### src/rtl/channel_mux_pkg.sv
// Shared types and constants for the 8:1 round-robin channel multiplexer.
package channel_mux_pkg;

  localparam int unsigned NUM_CH   = 8;
  localparam int unsigned CH_IDX_W = 3;

  typedef logic [CH_IDX_W-1:0] chan_idx_t;

  typedef enum logic {
    ST_ARB,
    ST_LOCK
  } arb_state_e;

endpackage

### src/rtl/channel_mux_arb_rr_arbiter.sv
// Combinational round-robin priority search: first requester at or after ptr_i, modulo NUM_CH.
module rr_arbiter
  import channel_mux_pkg::*;
(
  input  logic [NUM_CH-1:0] req_i,
  input  chan_idx_t         ptr_i,
  output logic [NUM_CH-1:0] grant_o,
  output chan_idx_t         grant_idx_o,
  output logic              any_grant_o
);

  chan_idx_t idx;

  always_comb begin
    grant_o     = '0;
    grant_idx_o = '0;
    any_grant_o = 1'b0;
    idx         = ptr_i;
    for (int unsigned i = 0; i < NUM_CH; i++) begin
      // 3-bit addition wraps naturally, giving the modulo-8 search order.
      idx = ptr_i + chan_idx_t'(i);
      if (!any_grant_o && req_i[idx]) begin
        any_grant_o  = 1'b1;
        grant_idx_o  = idx;
        grant_o[idx] = 1'b1;
      end
    end
  end

endmodule

### src/rtl/channel_mux_arb.sv
// 8:1 round-robin arbitrated channel mux with a registered valid/ready output stage.
// Optional burst locking (in_last_i/out_last_o, ARB/LOCK FSM) under CHANNEL_MUX_BURST_EN.
module channel_mux_arb
  import channel_mux_pkg::*;
#(
  parameter int unsigned DATA_WIDTH = 32,
  parameter int unsigned NUM_CH     = channel_mux_pkg::NUM_CH
) (
  input  logic                                 clk_i,
  input  logic                                 rst_i,
  input  logic [NUM_CH-1:0]                    in_valid_i,
  input  logic [NUM_CH-1:0][DATA_WIDTH-1:0]    in_data_i,
  output logic [NUM_CH-1:0]                    in_ready_o,
  output logic                                 out_valid_o,
  output logic [DATA_WIDTH-1:0]                out_data_o,
  output logic [2:0]                           out_sel_o,
  input  logic                                 out_ready_i
`ifdef CHANNEL_MUX_BURST_EN
  ,
  input  logic [NUM_CH-1:0]                    in_last_i,
  output logic                                 out_last_o
`endif
);

  logic                  out_valid_q, out_valid_d;
  logic [DATA_WIDTH-1:0] out_data_q,  out_data_d;
  chan_idx_t             out_sel_q,   out_sel_d;
  chan_idx_t             ptr_q,       ptr_d;

  logic [NUM_CH-1:0] req;
  logic [NUM_CH-1:0] grant;
  chan_idx_t         grant_idx;
  logic              any_grant;
  logic              load_en;
  logic              accept;

`ifdef CHANNEL_MUX_BURST_EN
  arb_state_e        state_q, state_d;
  chan_idx_t         lock_ch_q, lock_ch_d;
  logic              out_last_q, out_last_d;
  logic [NUM_CH-1:0] lock_mask;

  always_comb begin
    lock_mask            = '0;
    lock_mask[lock_ch_q] = 1'b1;
    req                  = (state_q == ST_LOCK) ? (in_valid_i & lock_mask) : in_valid_i;
  end
`else
  assign req = in_valid_i;
`endif

  rr_arbiter u_rr_arbiter (
    .req_i       (req),
    .ptr_i       (ptr_q),
    .grant_o     (grant),
    .grant_idx_o (grant_idx),
    .any_grant_o (any_grant)
  );

  assign load_en    = !out_valid_q || out_ready_i;
  assign accept     = any_grant && load_en && !rst_i;
  assign in_ready_o = rst_i ? '0 : (grant & {NUM_CH{load_en}});

  always_comb begin
    out_valid_d = out_valid_q;
    out_data_d  = out_data_q;
    out_sel_d   = out_sel_q;
    ptr_d       = ptr_q;
`ifdef CHANNEL_MUX_BURST_EN
    state_d     = state_q;
    lock_ch_d   = lock_ch_q;
    out_last_d  = out_last_q;
`endif
    if (load_en) begin
      if (accept) begin
        out_valid_d = 1'b1;
        out_data_d  = in_data_i[grant_idx];
        out_sel_d   = grant_idx;
        ptr_d       = grant_idx + chan_idx_t'(1);
`ifdef CHANNEL_MUX_BURST_EN
        out_last_d  = in_last_i[grant_idx];
        // In LOCK only lock_ch can be granted, so grant_idx+1 equals lock_ch+1 on exit.
        if (state_q == ST_ARB && !in_last_i[grant_idx]) begin
          state_d   = ST_LOCK;
          lock_ch_d = grant_idx;
        end else if (state_q == ST_LOCK && in_last_i[grant_idx]) begin
          state_d   = ST_ARB;
        end
`endif
      end else begin
        out_valid_d = 1'b0;
      end
    end
  end

  always_ff @(posedge clk_i) begin
    if (rst_i) begin
      out_valid_q <= 1'b0;
      out_data_q  <= '0;
      out_sel_q   <= '0;
      ptr_q       <= '0;
`ifdef CHANNEL_MUX_BURST_EN
      state_q     <= ST_ARB;
      lock_ch_q   <= '0;
      out_last_q  <= 1'b0;
`endif
    end else begin
      out_valid_q <= out_valid_d;
      out_data_q  <= out_data_d;
      out_sel_q   <= out_sel_d;
      ptr_q       <= ptr_d;
`ifdef CHANNEL_MUX_BURST_EN
      state_q     <= state_d;
      lock_ch_q   <= lock_ch_d;
      out_last_q  <= out_last_d;
`endif
    end
  end

  assign out_valid_o = out_valid_q;
  assign out_data_o  = out_data_q;
  assign out_sel_o   = out_sel_q;
`ifdef CHANNEL_MUX_BURST_EN
  assign out_last_o  = out_last_q;
`endif

endmodule
### config.mk
export PLATFORM = sky130hd
export DESIGN_NAME = channel_mux_arb
export DESIGN_NICKNAME = d
export VERILOG_FILES = /design/src/rtl/channel_mux_pkg.sv /design/src/rtl/channel_mux_arb_rr_arbiter.sv /design/src/rtl/channel_mux_arb.sv
export SDC_FILE = /design/constraint.sdc
export NUM_CORES = 1
export LEC_CHECK = 0
export ABC_AREA = 1
export CAP_MARGIN = 20
export CORE_AREA = 2 2 119 121
export CTS_CLUSTER_SIZE = 10
export DETAILED_ROUTE_END_ITERATION = 12
export DIE_AREA = 0 0 121 123
export DONT_BUFFER_PORTS = 1
export GPL_ROUTABILITY_DRIVEN = 0
export HOLD_SLACK_MARGIN = 0.02
export PLACE_DENSITY = 0.54
export SLEW_MARGIN = 0
export SYNTH_ARGS = -nofsm -noshare
export SYNTH_HDL_FRONTEND = slang
export SYNTH_SLANG_ARGS = --single-unit
### constraint.sdc
create_clock -name clk_i -period 9.9 [get_ports clk_i]
set_input_delay 1.98 -clock clk_i [delete_from_list [all_inputs] [get_ports clk_i]]
set_output_delay 1.98 -clock clk_i [all_outputs]
set_load 0.005 [all_outputs]
==> reports/qor.csv, run 1 <==
metric;value;unit
critPathMaxFanout;26;
finalCriticalPeriod;5.85;ns
endpoint_kind;primary output;
synth_top_family_by_area;simple AND/OR/NAND/NOR gates;
path_clk_slew;0.06;ns
post-route-period-util;59.1;%
slew_headroom;27.7;%
max_clock_freq;171;MHz
cts_max_level;2;
syn_nets;1242;
cts_buffers;5;
synth.distinct_cells;29;
multi_input_area;3890;um^2
drt.antenna.violating_nets;0;
drt_wl_total;20300;um
nFillCells;1575;
yosysSeqAreaShare;14.8;%
cts_root_buf;clkbuf_16;
post-cts-setup-buffer-count;0;
initialDrtViolationCount;639;
die_area;14900;um^2
synthMuxAreaShare;0;%
synth_top_area_share;35.9;%
initial_core_util;38.8;%
drc;0;
fp.dieH;123;um
avgSynthCellArea;5.46;um^2
hold_start;out_data_o[17];
rr_startpoint;ptr_q[0];
synth_compound_area_share;6.39;%
grt_max_degree;108;
tightest_slew;1.09;ns
syn_inst;968;
start_kind;flop;
synthToLayoutAreaGrowth;-0.829;%
yosys.area_share.simple;64.7;%
dr_wl_met3;1820;um
critical_path_arrival;3.87;ns
wl_per_cell;18.8;um
path_delay_family;buffers and inverters;
cp_cell_sequence;buf_4, inv_2, ha_1, inv_1, nand3_1, nand2_1, nand2_1, nand2_1, nand2_1, nor2_2, nand2_1, inv_1, a21oi_1, o21ai_0, a21oi_1, o21ai_0, a21oi_1, a21oi_1;
wirelength_met1;8350;um
grt_first_pass_wirelength;29700;um
antenna_found_initial;0;
fin_nets;1176;
chipWidth;121;um
ys_ff_latch;39;
hp-class;reg -> reg;
overflow;0;
top_layer;met4;
critPathBufInv;4;
finalMaxSlewViolations;0;
crit_type;reg -> out;
crit_start;ptr_q[0];
synthAdderAreaFrac;1.66;%
crit_top_cell;nand2_1;
finClkSkew;0.00505;ns
synth_top_area_cell;nand3_1;
setup-violations-final;0;
drv_cap;0;
status;completed;
hold_viol_final;0;
coreArea;13600;um^2
hpwlAfterDp;14700;um
vias_per_cell;6.00;
seqCellArea;781;um^2
grt_usage;25.0;%
slowest_delay;0.61;ns
cts_tree;yes;
critPathSlowestCell;ha_1;
synthTopCellsByArea;nand3_1 (36%), nand2_1 (22%), dfxtp_1 (15%), buf_4 (4.0%), buf_6 (2.6%);
rows;43;
cp.required;7.92;ns
synth_warnings;0;
synth_area;5290;um^2
cts_resized;0;
drtPass1Iterations;5;
grt_pass1_vias;5479;
cts_buffer_depth;2;
num_vias;6498;
port_buffers;0;
tns;0;ns
wl_met2;9820;um
cts_num_sinks;39;
diodes;0;
io_pins;311;
synth-xor-area-share;0.166;%
rsz0062_at_grt;false;
drive_above_1_share;5.54;%
cts_hold_buffers;0;
insertion_delay;0.28;ns
layer usage:
layer / GRT usage [%] / vias to the layer above
met4: 6.03 / 0
met2: 42.1 / 368
met5: 0 / -
met1: 33.1 / 2940
li1: - / 3166
met3: 4.84 / 24
cell usage after synthesis:
| library cell | number |
|---|---|
| nand2_1 | 308 |
| nor2_2 | 2 |
| inv_2 | 9 |
| nand3b_1 | 1 |
| o21ai_0 | 15 |
| a21oi_1 | 23 |
| o21ai_2 | 1 |
| dfxtp_1 | 39 |
| o22ai_1 | 5 |
| buf_6 | 12 |
| xor2_1 | 1 |
| nand4_1 | 2 |
| nand3_2 | 6 |
| a31oi_1 | 7 |
| a211oi_1 | 4 |
| buf_4 | 28 |
| nor3_1 | 16 |
| inv_1 | 23 |
| o21bai_1 | 1 |
| nand3_1 | 379 |
| clkbuf_1 | 15 |
| buf_1 | 3 |
| nor2_4 | 3 |
| ha_1 | 7 |
| nand2_2 | 10 |
| o221ai_1 | 3 |
| nand4_4 | 1 |
| buf_2 | 23 |
| nor2_1 | 21 |
state kept, by name, summed over array words and instances (netlist names):
signal,cells
out_data_o,32
out_valid_o,1
out_sel_o,3
ptr_q,3
cell families after synthesis:
kind of cell / Yosys count
compound gates: 59
xor+xnor: 1
fa+ha+maj: 7
buf+inv: 113
flops: 39
simple gates: 749
tightest hold or removal path: cells and delay by family (launching register included):
kind          cells  cell delay (ns)
flops             1             0.33
simple gates      2             0.13
final cells by class:
cell class | instances | share of cell area (%)
clock buffers | 5 | 2.39
clock inverters | 3 | 0.836
inverters | 32 | 2.29
multi-input cells | 816 | 74.1
flip-flops and latches | 39 | 14.9
well taps | 180 | 4.30
repair buffers | 8 | 1.15
worst paths after layout:
path                    endpoint  slack [ns]  cells after the start
setup / recovery   in_ready_o[3]        4.05                     18
hold / removal    out_data_o[17]        0.50                      2
setup reg to reg   out_data_o[9]        4.49                     22
hold reg to reg   out_data_o[17]        0.50                      2
layout by cell type (no fill, tap or decap):
| cell | instances |
|---|---|
| dfxtp_1 | 39 |
| a31oi_1 | 7 |
| o21ai_2 | 1 |
| nand3_1 | 379 |
| nand3b_1 | 1 |
| o22ai_1 | 5 |
| nor3_1 | 16 |
| nor2_1 | 20 |
| nand3_4 | 2 |
| nand2_2 | 10 |
| a21oi_1 | 23 |
| bufinv_16 | 1 |
| nand4_4 | 1 |
| inv_1 | 23 |
| o21bai_1 | 1 |
| nand3_2 | 4 |
| a211oi_1 | 4 |
| ha_1 | 7 |
| clkinv_2 | 1 |
| nand4_1 | 2 |
| o221ai_1 | 3 |
| nor2_2 | 2 |
| clkinv_4 | 1 |
| nor2_4 | 4 |
| nand2_4 | 1 |
| nand2_1 | 307 |
| buf_4 | 8 |
| o21ai_0 | 15 |
| xor2_1 | 1 |
| clkbuf_16 | 5 |
| inv_2 | 9 |
through the flow:
| step | util, % | std cells | worst slack (ns) | cell area [um^2] | hold WS, ns |
|---|---|---|---|---|---|
| floorplan | - | 968 | 4.55 | 5290 | 0.464 |
| global placement | 37.3 | 1075 | 4.28 | 5070 | 0.489 |
| finish | 38.5 | 1083 | 4.05 | 5240 | 0.499 |
| detailed placement | 37.3 | 1075 | 4.28 | 5070 | 0.490 |
| CTS | 38.5 | 1083 | 4.10 | 5240 | 0.500 |
| global route | 38.5 | 1083 | 3.69 | 5240 | 0.523 |
Power of run 1 is not shown: default switching activity piles up to over one toggle a cycle in this logic, so the estimate is an artifact.
==> run 2: changes to the inputs <==
CORE_AREA = 2 2 120 122   (was 2 2 119 121)
DIE_AREA = 0 0 122 124   (was 0 0 121 123)
PLACE_DENSITY = 0.53   (was 0.54)
clock period = 6.1 ns   (was 9.9 ns; I/O delays follow)
==> run 2 against run 1 <==
Count of clock-buffer cells in the layout grew 2. First-iteration DRC count down 26%. Non-clock buffer count increased by 5. Sequential share of layout area down 0.11 points. Global-route usage is 1.0 points higher. Register-to-register slack lost 3.2 ns. Core utilization barely moved. Via count increased by 0.86%. Clock skew grew 0.0017 ns. Die area up 1.6%. Critical path depth unchanged. Hold slack lost 0.0081 ns. Critical path type unchanged. Largest cell class unchanged.
==> reports/qor.csv, run 2 (synthesis gave the netlist of run 1 again) <==
metric;value;unit;change
initialDrtViolationCount;476;;was 639
cp_cell_sequence;buf_4, inv_2, ha_1, inv_1, nand3_1, nand2_1, nand2_1, nand2_1, nand2_1, nor2_2, nand2_1, inv_1, a21oi_1, o21ai_0, a21oi_1, o21ai_0, a21oi_1, a21oi_1;;unchanged
wl_per_cell;19.5;um;was 18.8 um
coreArea;13700;um^2;was 13600 um^2
largest_reg_flops;32;;unchanged
die_area;15100;um^2;was 14900 um^2
max_clock_freq;201;MHz;
hold_viol_final;0;;unchanged
drt_wl_total;21200;um;was 20300 um
chipWidth;122;um;was 121 um
initial_core_util;38.5;%;was 38.8%
slowest_delay;0.55;ns;was 0.61 ns
num_vias;6554;;was 6498
fp.dieH;124;um;was 123 um
finalCriticalPeriod;4.98;ns;
cts_num_sinks;39;;unchanged
drv_cap;0;;unchanged
post-cts-setup-buffer-count;0;;unchanged
drc;0;;unchanged
vias_per_cell;6.02;;was 6.00
status;completed;;unchanged
endpoint_kind;primary output;;unchanged
grt_max_degree;116;;was 108
grt_first_pass_wirelength;30700;um;was 29700 um
cts_buffer_depth;2;;unchanged
critPathBufInv;4;;unchanged
critical_path_arrival;3.76;ns;was 3.87 ns
rows;43;;unchanged
drtPass1Iterations;5;;unchanged
hp-class;reg -> reg;;unchanged
overflow;0;;unchanged
drt.antenna.violating_nets;0;;unchanged
post-route-period-util;81.6;%;
nFillCells;1588;;was 1575
crit_type;reg -> out;;unchanged
finalMaxSlewViolations;0;;unchanged
layout_commonest_cell;nand3_1;;unchanged
cts_max_level;2;;unchanged
setup_ws;1.12;ns;was 4.05 ns
finClkSkew;0.00679;ns;was 0.00505 ns
drive_above_1_share;5.73;%;was 5.54%
crit_top_cell;nand2_1;;unchanged
critPathSlowestCell;ha_1;;unchanged
insertion_delay;0.29;ns;was 0.28 ns
hpwlAfterDp;15500;um;was 14700 um
slew_headroom;33.2;%;was 27.7%
tns;0;ns;unchanged
grt_usage;26.0;%;was 25.0%
io_pins;311;;unchanged
rsz0062_at_grt;false;;unchanged
cts_hold_buffers;0;;unchanged
cts_tree;yes;;unchanged
cts_buffers;5;;unchanged
cp.required;4.88;ns;was 7.92 ns
fin_nets;1181;;was 1176
setup-violations-final;0;;unchanged
grt_pass1_vias;5691;;was 5479
tightest_slew;1.00;ns;was 1.09 ns
port_buffers;0;;unchanged
final_cell_mix;nand3_1 (379), nand2_1 (308), dfxtp_1 (39), inv_1 (23), a21oi_1 (23);;was nand3_1 (379), nand2_1 (307), dfxtp_1 (39), inv_1 (23), a21oi_1 (23)
path_delay_family;buffers and inverters;;unchanged
synthToLayoutAreaGrowth;-0.0948;%;was -0.829%
path_clk_slew;0.06;ns;about the same
post-place-ws;1.41;ns;was 4.28 ns
cts_root_buf;clkbuf_16;;unchanged
cts_resized;0;;unchanged
critPathMaxFanout;26;;unchanged
antenna_found_initial;1;;was 0
start_kind;flop;;unchanged
==> run 2: tightest hold or removal path, stage by stage, from the launching register on <==
cell	delay (ns)
dfxtp_1	0.32
nand3_1	0.08
nand2_1	0.05
==> run 2: metrics by stage <==
step                      hold slack [ns]  cells  area, um^2  utilization [%]
after global routing                0.513   1089        5280             38.5
after detailed placement            0.485   1079        5110             37.3
after CTS                           0.496   1087        5250             38.3
after global placement              0.484   1079        5110             37.3
final                               0.491   1089        5280             38.5
after floorplan                     0.464    968        5290                -
==> run 2: final timing paths <==
| kind | depth (start not counted) | slack, ns | end | start |
|---|---|---|---|---|
| worst max register to register | 20 | 1.26 | out_data_o[16] | ptr_q[0] |
| worst min-delay path | 2 | 0.49 | out_data_o[19] | out_data_o[19] |
| worst max-delay path | 18 | 1.12 | in_ready_o[3] | ptr_q[0] |
| worst min register to register | 2 | 0.49 | out_data_o[19] | out_data_o[19] |
==> run 2: area by class of cell <==
class	count	area (um^2)	share of cell area (%)
clock buffers	7	133	2.51
inverters	32	120	2.27
clock inverters	1	5.00	0.0948
well taps	180	225	4.27
multi-input cells	816	3880	73.6
flip-flops and latches	39	781	14.8
diodes	1	2.50	0.0474
repair buffers	13	130	2.46
==> run 2: routing by layer <==
metal	vias to the layer above	track usage, %	share of wire [%]
met4	0	10.1	2.7
met2	368	44.4	49
met3	32	4.62	8.3
met5	-	0	0
li1	3177	-	-
met1	2977	32.6	40
Power of run 2 is left out for the same reason.
==> run 3: changes to the inputs <==
CORE_AREA = 2 2 122 124   (was 2 2 120 122)
DIE_AREA = 0 0 124 126   (was 0 0 122 124)
PLACE_DENSITY = 0.54   (was 0.53)
clock period = 4.3 ns   (was 6.1 ns; I/O delays follow)
==> run 3 against run 2 <==
Routed wire length shrank 4.3%. Sequential share of layout area decreased by 0.20 points. Sequential cell count unchanged. Cell count increased by 0.46%. Hold slack better by 0.0054 ns. Via count shrank 2.0%. Die area rose by 3.3%. Final area increased by 1.6%. Register-to-register slack lost 0.66 ns. Count of clock-buffer cells in the layout is 2 lower.
==> reports/qor.csv, run 3 (synthesis gave the netlist of run 1 again) <==
metric;value;unit;change
rows;44;;was 43
coreArea;14300;um^2;was 13700 um^2
cp_cell_sequence;inv_2, ha_1, inv_1, nand3_1, nand2_1, nand2_1, nand2_1, nand2_1, nor2_2, nand2_1, inv_1, a21oi_1, o21ai_0, a21oi_1, o21ai_0, a21oi_1, a21oi_1;;was buf_4, inv_2, ha_1, inv_1, nand3_1, nand2_1, nand2_1, nand2_1, nand2_1, nor2_2, nand2_1, inv_1, a21oi_1, o21ai_0, a21oi_1, o21ai_0, a21oi_1, a21oi_1
path_clk_slew;0.07;ns;was 0.06 ns
drv_cap;0;;unchanged
vias_per_cell;5.87;;was 6.02
finClkSkew;0.00727;ns;was 0.00679 ns
drive_above_1_share;6.37;%;was 5.73%
crit_top_cell;nand2_1;;unchanged
critical_path_arrival;3.06;ns;was 3.76 ns
hold_start;out_data_o[6];;was out_data_o[19]
tns;0;ns;unchanged
cts_tree;yes;;unchanged
path_delay_family;simple AND/OR/NAND/NOR gates;;was buffers and inverters
overflow;0;;unchanged
wl_per_cell;18.6;um;was 19.5 um
tightest_slew;0.727;ns;was 1.00 ns
finalMaxSlewViolations;0;;unchanged
dpl.cell_count;1086;;was 1079
post-route-period-util;91.2;%;
initialDrtViolationCount;628;;was 476
r2r_slack;0.60;ns;was 1.26 ns
grt_usage;24.4;%;was 26.0%
critPathBufInv;3;;was 4
drt.antenna.violating_nets;0;;unchanged
initial_core_util;36.9;%;was 38.5%
final_cell_mix;nand3_1 (379), nand2_1 (307), dfxtp_1 (38), inv_1 (23), a21oi_1 (23);;was nand3_1 (379), nand2_1 (308), dfxtp_1 (39), inv_1 (23), a21oi_1 (23)
cts_max_level;2;;unchanged
cts_buffer_depth;2;;unchanged
grt_first_pass_wirelength;30100;um;was 30700 um
cp.required;3.44;ns;was 4.88 ns
rr_startpoint;ptr_q[0];;unchanged
start_kind;flop;;unchanged
antenna_found_initial;0;;was 1
max_clock_freq;255;MHz;
finalCriticalPeriod;3.92;ns;
crit_type;reg -> out;;unchanged
drc;0;;unchanged
io_pins;311;;unchanged
die_area;15600;um^2;was 15100 um^2
utilization;37.5;%;was 38.5%
largest_reg_flops;32;;unchanged
hold_viol_final;0;;unchanged
cts_hold_buffers;0;;unchanged
layout_commonest_cell;nand3_1;;unchanged
drt_wl_total;20300;um;was 21200 um
port_buffers;0;;unchanged
grt_max_degree;129;;was 116
post-cts-setup-buffer-count;0;;unchanged
cts_buffers;5;;unchanged
crit_start;ptr_q[0];;unchanged
nFillCells;1634;;was 1588
num_vias;6424;;was 6554
hpwlAfterDp;14700;um;was 15500 um
final_cells;1094;;was 1089
fp.dieH;126;um;was 124 um
insertion_delay;0.29;ns;about the same
drtPass1Iterations;5;;unchanged
slowest_delay;0.57;ns;was 0.55 ns
hp-class;reg -> reg;;unchanged
critPathMaxFanout;12;;was 26
critPathSlowestCell;dfxtp_1;;was ha_1
cts_root_buf;clkbuf_16;;unchanged
chipWidth;124;um;was 122 um
cts_num_sinks;39;;unchanged
rsz0062_at_grt;false;;unchanged
fin_nets;1183;;was 1181
diodes;0;;was 1
endpoint_kind;primary output;;unchanged
setup-violations-final;0;;unchanged
grt_pass1_vias;5509;;was 5691
synthToLayoutAreaGrowth;1.47;%;was -0.0948%
slew_headroom;51.5;%;was 33.2%
status;completed;;unchanged
[run 3: what timing repair did]
action	in CTS	in global routing
resized for setup	0	1
setup endpoints to repair	0	1
endpoints found under the hold margin	0	0
[run 3: cell type report]
class                      instances  area (um^2)  area share (%)
multi-input combinational        816         3890            72.5
sequential                        39          782            14.6
tap                              184          230            4.29
timing repair buffer              15          175            3.27
clock buffer                       5          125            2.33
inverter                          32          120            2.24
clock inverter                     3         43.8           0.817
[run 3: worst min-delay path, stage by stage, from the launching register on]
cell and delay (ns):
dfxtp_1 0.33, nand3_1 0.08, nand2_1 0.05
[run 3: through the flow]
step / worst slack (ns) / hold slack (ns) / area, um^2
2_1_floorplan: 0.807 / 0.464 / 5290
3_3_place_gp: 0.607 / 0.484 / 5190
3_5_place_dp: 0.516 / 0.488 / 5190
4_1_cts: 0.314 / 0.498 / 5360
5_1_grt: 0.0784 / 0.519 / 5360
6_report: 0.378 / 0.496 / 5360
[run 3: routing by layer]
metal	track usage (%)	routed length [um]	vias up
met1	32.9	8510	2864
met2	39.7	9550	352
li1	-	-	3178
met5	0	0	-
met4	6.81	476	0
met3	4.57	1770	30
[run 3: final timing paths]
check              endpoint  cells past startpoint
min           out_data_o[6]                      2
max reg2reg  out_data_o[14]                     18
min reg2reg   out_data_o[6]                      2
max           in_ready_o[3]                     17
Power of run 3 is left out for the same reason.
